<file path="config.mk">
export PLATFORM = sky130hd
export DESIGN_NAME = layer_compositor
export DESIGN_NICKNAME = d
export VERILOG_FILES = /design/src/rtl/layer_compositor.sv
export SDC_FILE = /design/constraint.sdc
export NUM_CORES = 1
export LEC_CHECK = 0
export CORE_MARGIN = 3
export CORE_UTILIZATION = 45
export CTS_CLUSTER_SIZE = 28
export DETAILED_ROUTE_END_ITERATION = 16
export PLACE_DENSITY = 0.7
export SLEW_MARGIN = 0
export SYNTH_ARGS = -nofsm -noshare
export SYNTH_HDL_FRONTEND = slang
export SYNTH_SLANG_ARGS = --single-unit
</file>
<file path="constraint.sdc">
create_clock -name vga_pix_clk -period 9.16 [get_ports vga_pix_clk]
set_input_delay 1.832 -clock vga_pix_clk [delete_from_list [all_inputs] [get_ports vga_pix_clk]]
set_output_delay 1.832 -clock vga_pix_clk [all_outputs]
set_load 0.005 [all_outputs]
</file>
<file path="src/rtl/layer_compositor.sv">
// Maps the VGA raster into NUM_LAYERS prioritised windows, hands local coordinates to the
// layer renderers and composites their returned pixels over a live background colour.
module layer_compositor #(
  parameter int H_ADDR_WIDTH  = 10,
  parameter int V_ADDR_WIDTH  = 10,
  parameter int NUM_LAYERS    = 2,
  parameter int COLOR_WIDTH   = 4,
  parameter int LAYER_LATENCY = 1,
  parameter int GRID_SHIFT    = 3
) (
  input  logic                                  vga_pix_clk,
  input  logic                                  rst,
  input  logic                                  frame_stb,
  input  logic [H_ADDR_WIDTH-1:0]               sx,
  input  logic [V_ADDR_WIDTH-1:0]               sy,
  input  logic                                  display_enabled,
  input  logic [NUM_LAYERS*H_ADDR_WIDTH-1:0]    cfg_x,
  input  logic [NUM_LAYERS*H_ADDR_WIDTH-1:0]    cfg_w,
  input  logic [NUM_LAYERS*V_ADDR_WIDTH-1:0]    cfg_y,
  input  logic [NUM_LAYERS*V_ADDR_WIDTH-1:0]    cfg_h,
  input  logic [NUM_LAYERS-1:0]                 cfg_en,
  input  logic [1:0]                            cfg_debug,
  input  logic [3*COLOR_WIDTH-1:0]              bg_rgb,
  output logic [NUM_LAYERS*H_ADDR_WIDTH-1:0]    layer_sx,
  output logic [NUM_LAYERS*V_ADDR_WIDTH-1:0]    layer_sy,
  output logic [NUM_LAYERS-1:0]                 layer_active,
  input  logic [NUM_LAYERS*3*COLOR_WIDTH-1:0]   layer_rgb,
  input  logic [NUM_LAYERS-1:0]                 layer_opaque,
  output logic [COLOR_WIDTH-1:0]                R,
  output logic [COLOR_WIDTH-1:0]                G,
  output logic [COLOR_WIDTH-1:0]                B,
  output logic                                  de_out
);

  // Timing contract (no stalls, one pixel per cycle): layer_sx/sy/active are registered one
  // cycle after sx/sy; layer_rgb/opaque must answer exactly LAYER_LATENCY cycles later; R/G/B
  // and de_out follow sx by LAYER_LATENCY+2 cycles.
  localparam int HW = H_ADDR_WIDTH;
  localparam int VW = V_ADDR_WIDTH;
  localparam int NL = NUM_LAYERS;
  localparam int CW = COLOR_WIDTH;
  localparam int PW = 3 * COLOR_WIDTH;
  localparam int GS = GRID_SHIFT;
  localparam int DW = 1 + 2 * NL + 2 * GS;
  localparam logic [HW-1:0] H_ONE = HW'(1);
  localparam logic [VW-1:0] V_ONE = VW'(1);

  logic [NL*HW-1:0] sh_x, sh_w;
  logic [NL*VW-1:0] sh_y, sh_h;
  logic [NL-1:0]    sh_en;
  logic [1:0]       sh_debug;

  always_ff @(posedge vga_pix_clk) begin
    if (rst) begin
      sh_x     <= '0;
      sh_w     <= '0;
      sh_y     <= '0;
      sh_h     <= '0;
      sh_en    <= '0;
      sh_debug <= '0;
    end else if (frame_stb) begin
      sh_x     <= cfg_x;
      sh_w     <= cfg_w;
      sh_y     <= cfg_y;
      sh_h     <= cfg_h;
      sh_en    <= cfg_en;
      sh_debug <= cfg_debug;
    end
  end

  // Stage A: window hit test; end coordinates are one bit wider so x+w never wraps.
  logic [NL-1:0]    hit_c, border_c;
  logic [NL*HW-1:0] lx_c;
  logic [NL*VW-1:0] ly_c;

  always_comb begin
    hit_c    = '0;
    border_c = '0;
    lx_c     = '0;
    ly_c     = '0;
    for (int i = 0; i < NL; i++) begin
      hit_c[i] = display_enabled & sh_en[i]
               & (sx >= sh_x[i*HW +: HW])
               & ({1'b0, sx} < ({1'b0, sh_x[i*HW +: HW]} + {1'b0, sh_w[i*HW +: HW]}))
               & (sy >= sh_y[i*VW +: VW])
               & ({1'b0, sy} < ({1'b0, sh_y[i*VW +: VW]} + {1'b0, sh_h[i*VW +: VW]}));
      if (hit_c[i]) begin
        lx_c[i*HW +: HW] = sx - sh_x[i*HW +: HW];
        ly_c[i*VW +: VW] = sy - sh_y[i*VW +: VW];
        border_c[i] = (lx_c[i*HW +: HW] == '0)
                    | (lx_c[i*HW +: HW] == sh_w[i*HW +: HW] - H_ONE)
                    | (ly_c[i*VW +: VW] == '0)
                    | (ly_c[i*VW +: VW] == sh_h[i*VW +: VW] - V_ONE);
      end
    end
  end

  logic          a_de;
  logic [NL-1:0] a_border;
  logic [GS-1:0] a_gx, a_gy;

  always_ff @(posedge vga_pix_clk) begin
    if (rst) begin
      layer_sx     <= '0;
      layer_sy     <= '0;
      layer_active <= '0;
      a_border     <= '0;
      a_de         <= 1'b0;
      a_gx         <= '0;
      a_gy         <= '0;
    end else begin
      layer_sx     <= lx_c;
      layer_sy     <= ly_c;
      layer_active <= hit_c;
      a_border     <= border_c;
      a_de         <= display_enabled;
      a_gx         <= sx[GS-1:0];
      a_gy         <= sy[GS-1:0];
    end
  end

  // Side-band delay line matching the renderer latency.
  logic [DW-1:0] dl [LAYER_LATENCY];
  logic          d_de;
  logic [NL-1:0] d_act, d_border;
  logic [GS-1:0] d_gx, d_gy;

  always_ff @(posedge vga_pix_clk) begin
    if (rst) begin
      for (int k = 0; k < LAYER_LATENCY; k++) dl[k] <= '0;
    end else begin
      dl[0] <= {a_de, layer_active, a_border, a_gx, a_gy};
      for (int k = 1; k < LAYER_LATENCY; k++) dl[k] <= dl[k-1];
    end
  end

  assign {d_de, d_act, d_border, d_gx, d_gy} = dl[LAYER_LATENCY-1];

  // Stage B: ascending scan so the highest opaque active layer wins.
  logic          win;
  logic [3:0]    win_idx, idx_p1;
  logic [PW-1:0] px;

  always_comb begin
    win     = 1'b0;
    win_idx = '0;
    idx_p1  = '0;
    px      = bg_rgb;
    for (int i = 0; i < NL; i++) begin
      if (d_act[i] & layer_opaque[i]) begin
        win     = 1'b1;
        win_idx = 4'(i);
        px      = layer_rgb[i*PW +: PW];
      end
    end
    idx_p1 = win_idx + 4'd1;
    case (sh_debug)
      2'd1: begin
        px[PW-1 -: CW]    = px[PW-1 -: CW] ^ {CW{d_gx == '0}};
        px[PW-CW-1 -: CW] = px[PW-CW-1 -: CW] ^ {CW{d_gy == '0}};
      end
      2'd2: px = win ? {3{CW'(idx_p1)}} : '0;
      2'd3: if (|(d_act & d_border)) px = '1;
      default: ;
    endcase
    if (!d_de) px = '0;
  end

  always_ff @(posedge vga_pix_clk) begin
    if (rst) begin
      R      <= '0;
      G      <= '0;
      B      <= '0;
      de_out <= 1'b0;
    end else begin
      R      <= px[PW-1 -: CW];
      G      <= px[PW-CW-1 -: CW];
      B      <= px[CW-1:0];
      de_out <= d_de;
    end
  end

endmodule
</file>
== Yosys cells after proc, flatten, opt, wreduce, memory -nomap -nowiden ==
Memory sizes are Yosys's and may differ from the RTL's.
Index checks and enable logic that the tools add are counted.
Word-level totals
  bits in registers: 148
  input port bits: 146
  memories kept: 1
  word-level logic and storage cells: 98
  output and inout port bits: 55
  bits in writable memories: 11
Cells by class
  $add $sub $neg: 13
  bitwise logic cells: 24
  equality and inequality tests: 7
  multiplexer cells: 14
  order comparisons: 8
  reductions and logical operators: 11
Memory list
  dl: depth 1, width 11, read ports 1, clocked after memory_dff 0, write ports 1, line 123  | logic [DW-1:0] dl [LAYER_LATENCY];
Operator list (number)
  $mux 12: 4
  $add 10x10->11: 4
  $lt 10x11->1: 4
  $eq 10x10->1: 4
  $ge 10x10->1: 4
  $logic_not 10->1: 4
  $sub 10x1->10 const B: 4
  $sub 10x10->10: 4
  $pmux 8 s3: 1
  $and 1x1->1: 12
  $mux 11: 1
  $reduce_or 11->1: 1
  $pmux 4 s2: 1
  $reduce_or 2->1: 4
  $xor 4x4->4: 2
  $mux 1: 7
  $logic_not 3->1: 2
  $or 1x1->1: 6
  $add 4x1->4 const B: 1
  $eq 2x2->1 const B: 2
  $not 1->1: 3
  $and 2x2->2: 1
  $eq 2x1->1 const B: 1

== Longest topological paths before layout ==
Gate-level depths: netlist of the first run.
  depth in word-level cells: 7
  mapped depth: 16

== Worst setup path before layout of the first run ==
No wires, ideal clock.
  path type: input-to-reg
  start: input port sy[0]
  end: register a_border[1]
  data required time: 9.081 ns
  arrival: 4.267 ns
  setup time: 0.079 ns
  path slack: 4.813 ns
  stages: 12
  cell sequence: inv_1 > ha_1 > inv_1 > fa_1 > a21o_1 > a21o_1 > a21o_1 > a311oi_1 > nand2_1 > or4bb_1 > o211a_1 > a211oi_2
On the way
  word-level cells in the longest chain between the ends: 5
  elaborated cells between the ends (all ways): 11
Ends and longest elaborated chain
  from (decl): line 15  | input logic [V_ADDR_WIDTH-1:0] sy,
  branches (longest 5 deep; another with $sub 10x10->10)
  to (signal assigned): line 115  | a_border <= border_c;
  to (decl): line 99  | logic [NL-1:0] a_border;
Parallel ways; which one is timed is not known.
A chain may end at the register's enable or synchronous reset.

== Worst setup path in the final report of the first run ==
Same ends and word-level chain as after synthesis.

==> results of run 1 <==
-- sequential cells by signal, summed over array words and instances, names as in the netlist, 4 cells and up --
register and count:
sh_h 20, sh_y 20, G 4, dl 11, B 4, sh_w 20, R 4, sh_x 20
layer_sx 20, layer_sy 20
-- synth_stat cells, types with 4 or more instances --
| master | count |
|---|---|
| nor3_1 | 43 |
| a31oi_1 | 9 |
| fa_1 | 8 |
| inv_1 | 100 |
| nor4b_1 | 6 |
| nor2b_1 | 32 |
| buf_1 | 5 |
| o2111ai_1 | 4 |
| a21o_1 | 27 |
| o311ai_0 | 4 |
| clkbuf_1 | 31 |
| o21a_1 | 7 |
| a211oi_1 | 19 |
| nand2b_1 | 16 |
| a21oi_1 | 73 |
| nand2_1 | 45 |
| nand4_1 | 16 |
| xnor2_1 | 78 |
| a311oi_1 | 6 |
| dfxtp_1 | 159 |
| nor3b_1 | 8 |
| ha_1 | 120 |
| o2111a_1 | 5 |
| o31a_1 | 5 |
| nor2_1 | 149 |
| nand3_1 | 22 |
| o21bai_1 | 12 |
| nand3b_1 | 4 |
| or3_1 | 6 |
| o21ai_0 | 42 |
| o211ai_1 | 9 |
| o21ai_1 | 8 |
| xor2_1 | 37 |
| nor4_1 | 8 |
| mux2i_1 | 93 |
| xnor3_1 | 5 |
-- critical path, cell delays in order --
cell	delay, ps
clkdlybuf4s50_1	440
inv_1	140
ha_1	190
inv_1	60
fa_1	400
a21o_1	220
a21o_1	190
a21o_1	180
a311oi_1	520
nand2_1	90
or4bb_1	550
o211a_1	160
a211oi_2	160
-- final timing paths --
check | to | slack (ps) | cells after the start
max | a_border[1] | 4400 | 13
min | dl[0][5] | 440 | 1
max reg2reg | layer_sx[14] | 5290 | 15
min reg2reg | dl[0][5] | 440 | 1
-- metrics by stage --
stage          hold slack, ps  std cells
3_3_place_gp            415.9       1753
6_report                438.7       1782
2_1_floorplan           413.8       1267
4_1_cts                 445.4       1782
3_5_place_dp            427.2       1753
5_1_grt                 456.5       1782
-- power by group through the flow --
stage	clock, mW	combinational, mW	sequential (mW)
2_1_floorplan	0	0.428	0.754
3_3_place_gp	0	0.585	0.769
3_5_place_dp	0	0.595	0.770
4_1_cts	0.821	0.602	0.754
5_1_grt	0.848	0.675	0.759
6_report	0.806	0.606	0.755
-- kinds of logic after synthesis --
logic type	count (synthesis)	share of synthesized area, %
flops	159	29.04
xor+xnor	120	10.22
fa+ha+maj	128	15.16
mux	94	8.596
simple gates	372	16.67
compound gates	256	15.57
buf+inv	138	4.749
-- cell type report --
| class | instances | area, sq um |
|---|---|---|
| inverter | 100 | 375.4 |
| tap | 319 | 399.1 |
| clock buffer | 19 | 442.9 |
| clock inverter | 10 | 210.2 |
| fill | 2142 | 9768 |
| timing repair buffer | 205 | 2034 |
| multi-input combinational | 970 | 7269 |
| sequential | 159 | 3183 |
-- per-layer routing --
layer | vias up | global-route usage, % | share of wire (%)
met5 | - | 0 | 0
met3 | 53 | 4.081 | 4.5
met2 | 226 | 38.38 | 47
met1 | 4419 | 29.57 | 46
li1 | 4857 | - | -
met4 | 0 | 8.026 | 2.4
==> results.yml, run 1 <==
worst_setup_path:
  crit_path_start: "sy[0]"
  endpoint_kind: "flop"
  criticalPathCategory: "input pin to flop"
  worstPathArrival_ps: 5120
  r2r_start: "sh_w[11]"
  cp.required_ps: 9510
  start_kind: "input pin"
  cp_max_fo: 3
power_and_ir_drop:
  p_int_mw: 1.531
  swShare_pct: 29.36
  p_leak_nw: 5.874
  power_mw: 2.167
  seq_power_share_pct: 34.8
  ir_drop_mv: 0.1010
  p_comb_share_pct: 28.0
  switchingPower_mw: 0.6364
  pwr-share-clk_pct: 37.2
  power_per_cell_area_nw_per_um2: 155.8
routing:
  vias: 9555
  first_pass_iters: 5
  drc: 0
  wl_per_cell_microns: 16.97
  drt_iter0_markers: 519
  wl_microns: 30240
  ant_nets: 0
  vias_per_cell: 5.362
place:
  placed_cell_area_sq_um: 13260
  port-buffer-count: 200
  place.gp.congestion: 0.8814
  dp_hpwl_microns: 23350
  pre_cts_slack_ps: 3950
timing:
  fin_tns_setup_ps: 0
  tightest_slew_ps: 956.6
  fmax_ghz: 0.2100
  maxSlewViolCount: 0
  hold_viol: 0
  setup_violations: 0
  skew_ps: 9.374
  grt_setup_unrepaired: "false"
  max_slew_margin_pct: 36.23
  period_share_pct: 51.99
  worst_slack_ps: 4397
  fin_crit_ps: 4763
min_path:
  min_from: "a_gx[2]"
  min_path_type: "flop to flop"
die:
  dieArea_sq_um: 26270
  die_h_microns: 162.1
  die_width_microns: 162.1
  io_pins: 201
  initial_utilization_pct: 46.28
  coreArea_sq_um: 23680
  rows: 56
clocking:
  cts_tree: "built"
  cts_buffer_depth: 2
  cts.repair.resized: 0
  cts_hold_buf: 0
  path_clk_slew_ps: 60
  cts_setup_buffers: 0
  cts_buffers: 17
  root_buffer: "clkbuf_16"
  cts.htree.levels: 4
  worst_skew_pair.late_latency_ps: 430
  clock-sinks: 159
finish:
  design_area_sq_um: 13910
  num_antenna_cells: 0
  fin_nets: 1727
  layout_commonest_cell: "clkdlybuf4s50_1"
  final_cell_mix: "clkdlybuf4s50_1, dfxtp_1, nor2_1, ha_1, inv_1"
  finalCoreUtilization_pct: 58.75
  area_delta_synth_final_pct: 26.95
  drive_gt1_share_pct: 3.281
global_routing:
  antenna_found_initial: 0
  grt_pass1_wl_microns: 48400
  grt_usage_pct: 22.84
  grt_overflow: 0
  grt_pass1_vias: 9440
  grt_max_degree: 58
run:
  maxCapViolCount: 0
synthesis:
  synth.avg_cell_area_sq_um: 8.651
  synth.distinct_cells: 69
  yosysSeqAreaShare_pct: 29.04
  ys_ff_latch: 159
  ys.warnings.count: 0
  async_flop_share_pct: 0
  netlist_area_sq_um: 10960
  synthFlopType: "dfxtp_1"
  synthCells: 1267
  synth_area_leader_cell: "dfxtp_1"
  synth.top_cell.area_share_pct: 29.04
  synth_edf_count: 0
  synth_area_leaders: "dfxtp_1, ha_1, mux2i_1, xnor2_1, nor2_1"
  syn_nets: 1541
status:
  status: "completed"
(Power assumes the default switching activity.)
==> run 2, diff against run 1 <==
PLACE_DENSITY = 0.73   (was 0.7)
clock period = 4.2 ns   (was 9.16 ns; I/O delays follow)
==> results.yml, run 2 (synthesis results as in run 1) <==
power_and_ir_drop:
  power_mw: 4.459
  ir_drop_mv: 0.2482
  power_per_cell_area_nw_per_um2: 320.7
  p_leak_nw: 5.862
clocking:
  cts_buffers: 17
  cts_tree: "built"
  root_buffer: "clkbuf_16"
  worst_skew_pair.late_latency_ps: 430
  cts_hold_buf: 0
  path_clk_slew_ps: 70
  cts_setup_buffers: 0
  cts.htree.levels: 4
  clock-sinks: 159
  cts_buffer_depth: 2
routing:
  first_pass_iters: 5
  met3_wirelength_microns: 1536
  route.met2.wl_microns: 14270
  vias_per_cell: 5.383
  ant_nets: 0
  wl_microns: 30010
  met1_length_microns: 13640
  wl_per_cell_microns: 16.75
  drt_iter0_markers: 471
  top_layer: "met4"
  drc: 0
  vias: 9641
die:
  initial_utilization_pct: 46.28
  die_width_microns: 162.1
  die_h_microns: 162.1
  io_pins: 201
  rows: 56
  dieArea_sq_um: 26270
  coreArea_sq_um: 23680
place:
  placedCellCount: 1759
  port-buffer-count: 200
  place.gp.congestion: 0.8874
  pre_cts_slack_ps: 166.7
  placed_cell_area_sq_um: 13320
  dp_hpwl_microns: 23160
global_routing:
  grt_usage_pct: 22.29
  grt_pass1_vias: 9444
  grt_pass1_wl_microns: 47530
  antenna_found_initial: 0
  grt_overflow: 0
  grt_max_degree: 60
worst_setup_path:
  r2r_setup_slack_ps: 370
  start_kind: "flop"
  endpoint_kind: "flop"
  worstPathArrival_ps: 4170
  cp_max_fo: 11
  cp.required_ps: 4540
  criticalPathCategory: "flop to flop"
min_path:
  min_path_type: "flop to flop"
finish:
  finalCoreUtilization_pct: 58.71
  final_cell_mix: "clkdlybuf4s50_1, dfxtp_1, nor2_1, ha_1, inv_1"
  num_antenna_cells: 0
  drive_gt1_share_pct: 3.940
  layout_commonest_cell: "clkdlybuf4s50_1"
  final-instance-count-excl-fill: 1791
  fin_nets: 1734
  design_area_sq_um: 13900
  area_delta_synth_final_pct: 26.85
  fillers: 2157
timing:
  hold_viol: 0
  max_slew_margin_pct: 41.73
  tightest_slew_ps: 868.9
  fmax_ghz: 0.2610
  period_share_pct: 91.23
  fin_tns_setup_ps: 0
  grt_setup_unrepaired: "false"
  fin_crit_ps: 3832
  skew_ps: 7.042
  setup_violations: 0
  maxSlewViolCount: 0
  worst_slack_ps: 368.4
  holdWs_ps: 437.2
status:
  status: "completed"
run:
  maxCapViolCount: 0
## run 2: what timing repair did
action	in CTS	in global routing
endpoints found under the hold margin	0	0
resized for setup	0	1
setup endpoints to repair	0	21
## run 2: cell type report
cell class                      count  area [sq um]  area share [%]
Multi-Input combinational cell    971          7297           52.48
Sequential cell                   159          3183           22.89
Timing Repair Buffer              211          2092           15.05
Clock buffer                       19         452.9           3.258
Tap cell                          319         399.1           2.871
Inverter                          100         375.4           2.700
Clock inverter                     12         103.9          0.7469
## run 2: worst max-delay path, stage by stage, from the launching register on
cell	delay (ps)
dfxtp_1	340
ha_1	240
fa_1	420
a21o_1	180
a21oi_1	230
o21bai_1	90
a21oi_1	240
xor2_1	170
ha_1	260
a21oi_1	120
o21ai_1	80
a21o_1	180
a211oi_1	740
a2111oi_4	190
nor3_1	270
## run 2: path summary, 6_finish.rpt
kind,from,end,cells after the start
max,sh_y[10],layer_sy[15],14
min,a_gx[0],dl[0][3],1
max reg2reg,sh_y[10],layer_sy[15],14
min reg2reg,a_gx[0],dl[0][3],1
## run 2: metal layers
metal	up-vias	track usage (%)
met1	4470	28.74
li1	4883	-
met4	0	6.282
met3	40	4.234
met5	-	0
met2	248	38.17
## run 2: where the power goes
group / total [mW] / leakage, nW / switching (mW) / internal [mW]
Sequential: 1.64 / 1.30 / 0.0777 / 1.57
Combinational: 1.33 / 4.30 / 0.678 / 0.655
Clock: 1.48 / 0.265 / 0.683 / 0.798
Total: 4.46 / 5.86 / 1.44 / 3.02
==> run 3, diff against run 2 <==
DONT_BUFFER_PORTS = 1   (was unset)
PLACE_DENSITY = 0.62   (was 0.73)
==> results.yml, run 3 (synthesis results as in run 1) <==
worst_setup_path:
  worstPathArrival_ps: 3990
  worst_path_largest_cell_delay_ps: 430
  endpoint_kind: "flop"
  critPathTopFamily: "compound AO/OA/AOI/OAI gates"
  criticalPathCategory: "flop to flop"
  path_cells: "ha_1, fa_1, a21o_1, a21oi_1, o21bai_1, a21oi_1, xor2_1, ha_1, a21oi_1, o21ai_1, a21o_1, a211oi_1, a2111oi_4, buf_4, nor3_1"
  cp.required_ps: 4540
  start_kind: "flop"
  cp_slowest_cell: "a211oi_1"
  crit_buf_inv: 1
  critPathMostFrequentCell: "a21oi_1"
  cp_max_fo: 22
power_and_ir_drop:
  ir_drop_mv: 0.2173
  p_leak_nw: 5.086
  power_per_cell_area_nw_per_um2: 371.4
routing:
  wl_per_cell_microns: 17.90
  first_pass_iters: 5
  ant_nets: 0
  drt_iter0_markers: 507
  vias_per_cell: 5.585
  vias: 8835
  wl_microns: 28310
  drc: 0
min_path:
  min_path_type: "flop to flop"
timing:
  fin_tns_setup_ps: 0
  tightest_slew_ps: 815.1
  period_share_pct: 86.96
  grt_setup_unrepaired: "false"
  hold_viol: 0
  maxSlewViolCount: 0
  setup_violations: 0
  fmax_ghz: 0.2738
  holdWs_ps: 436.2
  skew_ps: 10.35
  max_slew_margin_pct: 45.59
  fin_crit_ps: 3652
die:
  io_pins: 201
  initial_utilization_pct: 46.28
  die_width_microns: 162.1
  die_h_microns: 162.1
  dieArea_sq_um: 26270
  rows: 56
  coreArea_sq_um: 23680
global_routing:
  grt_overflow: 0
  grt_usage_pct: 21.61
  grt_pass1_vias: 8616
  grt_max_degree: 104
  grt_pass1_wl_microns: 45560
  antenna_found_initial: 0
place:
  place.gp.congestion: 0.8571
  dp_hpwl_microns: 22000
  port-buffer-count: 0
clocking:
  cts_tree: "built"
  clock-sinks: 159
  worst_skew_pair.late_latency_ps: 420
  path_clk_slew_ps: 70
  cts_hold_buf: 0
  cts_setup_buffers: 0
  root_buffer: "clkbuf_16"
  cts.repair.resized: 0
  cts_buffer_depth: 2
  cts_buffers: 17
  cts.htree.levels: 4
finish:
  final_cell_mix: "dfxtp_1, nor2_1, ha_1, inv_1, mux2i_1"
  fin_nets: 1525
  area_delta_synth_final_pct: 8.265
  fillers: 2305
  drive_gt1_share_pct: 3.642
  layout_commonest_cell: "dfxtp_1"
  num_antenna_cells: 0
status:
  status: "completed"
run:
  maxCapViolCount: 0
[run 3: worst paths after layout]
check / startpoint / slack, ps / cells after the start / endpoint
worst max register to register: sh_h[10] / 550 / 15 / layer_sy[17]
worst min register to register: a_gy[0] / 440 / 1 / dl[0][0]
worst min-delay path: a_gy[0] / 440 / 1 / dl[0][0]
worst max-delay path: sh_h[10] / 550 / 15 / layer_sy[17]
[run 3: area by class of cell]
cell class	count	area (sq um)	share of cell area, %
clock inverter	13	187.7	1.582
timing repair buffer	3	22.52	0.1898
sequential	159	3183	26.82
inverter	100	375.4	3.163
tap	319	399.1	3.364
clock buffer	18	429.2	3.617
multi-input combinational	970	7269	61.26
[run 3: per-stage QoR]
stage	std cells	total power [mW]	instance area [sq um]	utilization, %	setup slack [ps]
after floorplan	1267	2.579	10960	-	845.2
after global placement	1551	2.751	11250	47.50	587.4
after detailed placement	1551	2.769	11250	47.50	484.2
after CTS	1582	4.449	11870	50.11	548.1
after global routing	1582	4.660	11870	50.11	264.9
final	1582	4.408	11870	50.11	547.9
[run 3: power by group]
part / switching [mW] / internal (mW) / total [mW] / leakage (nW)
logic: 0.577 / 0.521 / 1.10 / 3.49
registers: 0.0814 / 1.57 / 1.65 / 1.30
clock network: 0.665 / 0.996 / 1.66 / 0.293
[run 3: layer usage]
metal	wire (microns)	vias up	track usage, %
met2	13290	224	36.05
met4	715	0	7.328
met1	12790	4108	27.95
li1	-	4451	-
met3	1524	52	4.387
met5	0	-	0
